$ cat src/rtl/hazard_ctrl.sv
// Decode-side hazard controller for the 5-stage core: load-use and branch-operand stalls,
// taken-branch flush, EX operand forwarding selects and a saturating stall-cycle counter.
module hazard_ctrl (
  input  logic        clk,
  input  logic        rst,
  input  logic [15:0] id_instr,
  input  logic [2:0]  id_dest,
  input  logic        id_branch_taken,
  input  logic        mem_busy,
  output logic        pc_stall,
  output logic        ifid_stall,
  output logic        idex_bubble,
  output logic        ifid_flush,
  output logic [1:0]  fwd_rs1,
  output logic [1:0]  fwd_rs2,
  output logic [15:0] stall_count
);

  localparam logic [3:0] OpAddi = 4'd9;
  localparam logic [3:0] OpLd   = 4'd10;
  localparam logic [3:0] OpSt   = 4'd11;
  localparam logic [3:0] OpBz   = 4'd12;

  localparam logic [1:0] FwdRf  = 2'd0;
  localparam logic [1:0] FwdMem = 2'd1;
  localparam logic [1:0] FwdWb  = 2'd2;

  // Shadow of the instructions in EX, MEM and WB
  logic        ex_valid_q, mem_valid_q, wb_valid_q;
  logic [2:0]  ex_dest_q, mem_dest_q, wb_dest_q;
  logic        ex_load_q, mem_load_q;
  logic [2:0]  ex_rs1_q, ex_rs2_q;
  logic [15:0] stall_cnt_q;

  logic [3:0] opcode;
  logic       is_alu, is_addi, is_ld, is_st, is_bz;
  logic       use_rs1, use_rs2, wb_en;
  logic [2:0] rs1, rs2;
  logic       load_use, branch_haz, stall;

  // Immediate/unused low bits of the instruction word
  logic unused_instr_bits;
  assign unused_instr_bits = ^id_instr[2:0];

  always_comb begin
    opcode  = id_instr[15:12];
    is_alu  = (opcode >= 4'd1) && (opcode <= 4'd8);
    is_addi = (opcode == OpAddi);
    is_ld   = (opcode == OpLd);
    is_st   = (opcode == OpSt);
    is_bz   = (opcode == OpBz);
    use_rs1 = is_alu | is_addi | is_ld | is_st | is_bz;
    use_rs2 = is_alu | is_st;
    wb_en   = (opcode >= 4'd1) && (opcode <= 4'd10);
    rs1     = id_instr[8:6];
    rs2     = is_st ? id_instr[11:9] : id_instr[5:3];
  end

  always_comb begin
    load_use   = ex_valid_q & ex_load_q &
                 ((use_rs1 & (ex_dest_q == rs1)) | (use_rs2 & (ex_dest_q == rs2)));
    branch_haz = is_bz & ((ex_valid_q & (ex_dest_q == rs1)) |
                          (mem_valid_q & mem_load_q & (mem_dest_q == rs1)));
    stall      = load_use | branch_haz;
  end

  // Outputs are forced low while reset is held, whatever the decode inputs show
  always_comb begin
    pc_stall    = ~rst & (stall | mem_busy);
    ifid_stall  = ~rst & (stall | mem_busy);
    idex_bubble = ~rst & stall & ~mem_busy;
    ifid_flush  = ~rst & ~mem_busy & id_branch_taken & is_bz & ~stall;
  end

  always_comb begin
    fwd_rs1 = FwdRf;
    if (mem_valid_q && !mem_load_q && (mem_dest_q == ex_rs1_q)) begin
      fwd_rs1 = FwdMem;
    end else if (wb_valid_q && (wb_dest_q == ex_rs1_q)) begin
      fwd_rs1 = FwdWb;
    end
    fwd_rs2 = FwdRf;
    if (mem_valid_q && !mem_load_q && (mem_dest_q == ex_rs2_q)) begin
      fwd_rs2 = FwdMem;
    end else if (wb_valid_q && (wb_dest_q == ex_rs2_q)) begin
      fwd_rs2 = FwdWb;
    end
  end

  assign stall_count = stall_cnt_q;

  always_ff @(posedge clk or posedge rst) begin
    if (rst) begin
      ex_valid_q  <= 1'b0;
      ex_dest_q   <= 3'd0;
      ex_load_q   <= 1'b0;
      ex_rs1_q    <= 3'd0;
      ex_rs2_q    <= 3'd0;
      mem_valid_q <= 1'b0;
      mem_dest_q  <= 3'd0;
      mem_load_q  <= 1'b0;
      wb_valid_q  <= 1'b0;
      wb_dest_q   <= 3'd0;
      stall_cnt_q <= 16'd0;
    end else if (!mem_busy) begin
      wb_valid_q  <= mem_valid_q;
      wb_dest_q   <= mem_dest_q;
      mem_valid_q <= ex_valid_q;
      mem_dest_q  <= ex_dest_q;
      mem_load_q  <= ex_load_q;
      if (stall) begin
        ex_valid_q <= 1'b0;
        ex_dest_q  <= 3'd0;
        ex_load_q  <= 1'b0;
        ex_rs1_q   <= 3'd0;
        ex_rs2_q   <= 3'd0;
      end else begin
        ex_valid_q <= wb_en;
        ex_dest_q  <= id_dest;
        ex_load_q  <= is_ld;
        ex_rs1_q   <= rs1;
        ex_rs2_q   <= rs2;
      end
      if (stall && (stall_cnt_q != 16'hFFFF)) begin
        stall_cnt_q <= stall_cnt_q + 16'd1;
      end
    end
  end

endmodule
$ cat config.mk
export PLATFORM = sky130hd
export DESIGN_NAME = hazard_ctrl
export DESIGN_NICKNAME = d
export VERILOG_FILES = /design/src/rtl/hazard_ctrl.sv
export SDC_FILE = /design/constraint.sdc
export NUM_CORES = 1
export LEC_CHECK = 0
export ABC_AREA = 1
export BUFFER_PORTS_ARGS = -buffer_cell sky130_fd_sc_hd__clkbuf_2
export CAP_MARGIN = 10
export CORE_MARGIN = 2
export CORE_UTILIZATION = 50
export CTS_BUF_LIST = sky130_fd_sc_hd__clkbuf_16
export DETAILED_ROUTE_END_ITERATION = 8
export GPL_ROUTABILITY_DRIVEN = 0
export GPL_TIMING_DRIVEN = 0
export MAX_ROUTING_LAYER = met4
export PLACE_DENSITY = 0.74
export SLEW_MARGIN = 25
export SYNTH_ARGS = -nofsm -noshare
export SYNTH_HDL_FRONTEND = slang
export SYNTH_SLANG_ARGS = --single-unit
$ cat constraint.sdc
create_clock -name clk -period 1.6 [get_ports clk]
set_input_delay 0 -clock clk [delete_from_list [all_inputs] [get_ports clk]]
set_output_delay 0 -clock clk [all_outputs]
set_load 0.05 [all_outputs]
==> metrics.csv <==
metric,value,unit
hold_viol,0,
antenna_cells,0,
ir_drop,0.521,mV
cts_root_buf,clkbuf_16,
hold_path_class,input pin to register,
synth_edf_count,0,
clockBufferDepth,2,
rsz0062_at_grt,true,
synth_seq_cells,36,
cellPowerDensity,778,nW/um^2
numClockSinks,36,
fp.dieW,72.3,um
critPathLaunchType,register,
placed_cell_area,2760,sq um
synth_flop_cell,dfrtp_1,
maxCapViolCount,0,
syn-num-nets,343,
status,"complete, but fails checks",
drive_gt1_share,31.9,%
place_hpwl,4240,um
die_y,72.3,um
clk_pin_slew,0.05,ns
core,4410,sq um
final_antenna_net_count,0,
grt.total_usage,27.5,%
clk_latency,0.28,ns
avgRoutedWirePerCell,15.1,um
syn_area_per_cell,7.32,sq um
multi_input_area,1390,sq um
port_buffers,42,
route.detailed.drc,0,
vias_per_cell,5.62,
syn_area,2330,sq um
drt_iter0_markers,264,
grt_pass1_wl,10900,um
cp_max_fo,4,
rows,24,
drt-total-wl,6770,um
slew_headroom,63.7,%
worst_setup_path_end_kind,output port,
yosys_warnings,0,
initial_core_util,52.9,%
total_power,2.57,mW
synthCells,319,
syn_to_final_growth,41.4,%
dieArea,5230,sq um
cts_inserted_buffers,5,
tightestPinTransition,0.544,ns
first_pass_iters,5,
yosys-top-cells-area,"dfrtp_1 39%, nand2_1 19%, nand3_1 5.4%, xor2_1 4.5%, nand4_1 4.0%",
first_global_vias,2353,
synth.top_cells.by_count,"117 x nand2_1, 36 x dfrtp_1, 25 x nand3_1, 23 x inv_1, 17 x nor2_1",
required,1.60,ns
vias,2514,
ys_types,33,
critPathArrivalTime,2.02,ns
ys_seq_area_share,38.6,%
grt.overflow.total,0,
finalMaxSlewViolations,0,
fin_nets,418,
worst_slack,-0.416,ns
fin_crit,2.02,ns
p_leak,1.69,nW
finalClockSkew,0.0111,ns
grt_max_degree,27,
grt_antenna_before_repair,0,
fill_cells,315,
synth.most_common_cell,nand2_1,
netlist.top_cell.by_area,dfrtp_1,
synthDominantCellAreaShare,38.6,%
min_period_over_period,126,%
critical_path_class,register to output port,
final-setup-viol-count,33,
fmax,0.496,GHz
violations,negative setup slack,
seq_area,912,sq um
cts_tree,yes,
fin_area,3300,sq um
async_flop_share,100,%
h-tree-depth,2,
pin_count,47,
[per-layer routing]
metal	wire, um	GRT usage (%)	share of wire, %
met5	0	-	0
met4	153	9.64	2.3
met3	427	4.03	6.3
met2	3170	41.2	47
met1	3020	38.2	45
[placed cells by master, fill, tap and decap left out, types with 8 or more instances in the layout]
| cell | count |
|---|---|
| nand2_1 | 115 |
| clkbuf_2 | 34 |
| dfrtp_1 | 27 |
| nand3_1 | 24 |
| inv_1 | 19 |
| buf_4 | 16 |
| nor2_1 | 15 |
| nand4_1 | 15 |
| xor2_1 | 12 |
| inv_2 | 9 |
| xnor2_1 | 9 |
| dfrtp_2 | 9 |
| nand3_2 | 8 |
| o21ai_0 | 8 |
[per-stage QoR]
stage	utilization [%]	setup slack, ns	hold WS [ns]	cells	setup TNS [ns]
floorplan	-	-0.127	0.148	319	-1.65
global placement	62.2	-0.424	0.249	413	-3.51
detailed placement	62.6	-0.419	-0.0495	414	-4.97
CTS	73.8	-0.348	0.0175	443	-2.90
global route	74.7	-0.512	0.0637	447	-9.08
finish	74.7	-0.416	0.0311	447	-6.20
[logic make-up (layout without fill, tap and decap cells)]
| group | after synthesis | in the layout | share of synthesized area, % |
|---|---|---|---|
| xor gates and xnor gates | 21 | 21 | 7.88 |
| AOI/OAI and AO/OA | 21 | 21 | 5.47 |
| DFF | 36 | 36 | 38.6 |
| buffers and inverters | 39 | 115 | 7.51 |
| adders and majority gates | 1 | 1 | 0.536 |
| and+or+nand+nor | 201 | 201 | 40.0 |
[layout make-up]
| class | instances | area share, % |
|---|---|---|
| plain buffers | 10 | 3.07 |
| inverters | 28 | 3.26 |
| clock buffers | 5 | 3.79 |
| clock inverters | 3 | 0.379 |
| multi-input cells | 244 | 42.2 |
| well taps | 52 | 1.97 |
| flip-flops and latches | 36 | 27.6 |
| repair buffers | 69 | 17.7 |
[path summary, 6_finish.rpt]
path	from	end	slack (ns)	cells past startpoint
max	ex_dest_q[0]	pc_stall	-0.42	11
min	id_instr[8]	ex_rs1_q[2]	0.03	3
max reg2reg	ex_dest_q[0]	stall_count[13]	-0.38	12
min reg2reg	wb_dest_q[0]	wb_dest_q[0]	0.51	2
max in group asynchronous	rst	mem_dest_q[2]	0.86	5
min in group asynchronous	rst	stall_count[0]	0.19	3
[flip-flops by register name (all words and copies together) (netlist names)]
name and count:
mem_valid_q 1, ex_valid_q 1, mem_load_q 1, ex_rs1_q 3
wb_valid_q 1, mem_dest_q 3, ex_rs2_q 3, ex_load_q 1
stall_count 16, ex_dest_q 3, wb_dest_q 3
[report_power, final]
part           internal, mW  total [mW]  switching (mW)
sequential            0.974        1.04          0.0696
clock                 0.563       0.927           0.365
combinational         0.237       0.596           0.358
total                  1.77        2.57           0.793
[worst max-delay path: stages, from the launching register on]
cell,delay [ns]
dfrtp_1,0.40
xor2_1,0.16
nor3_2,0.25
nand2_1,0.08
o21ai_1,0.11
nand2_1,0.11
nand2_2,0.11
buf_6,0.12
o21bai_1,0.07
inv_2,0.09
buf_8,0.09
clkbuf_16,0.14
[timing repair]
item | in CTS | in global routing
pin swaps | 10 | 2
cloned | 2 | 0
endpoints found under the setup margin | 34 | 35
hold buffers | 5 | 0
setup buffers | 15 | 4
resized for setup | 28 | 9
hold endpoints to repair | 39 | 0
(Power assumes the default switching activity.)
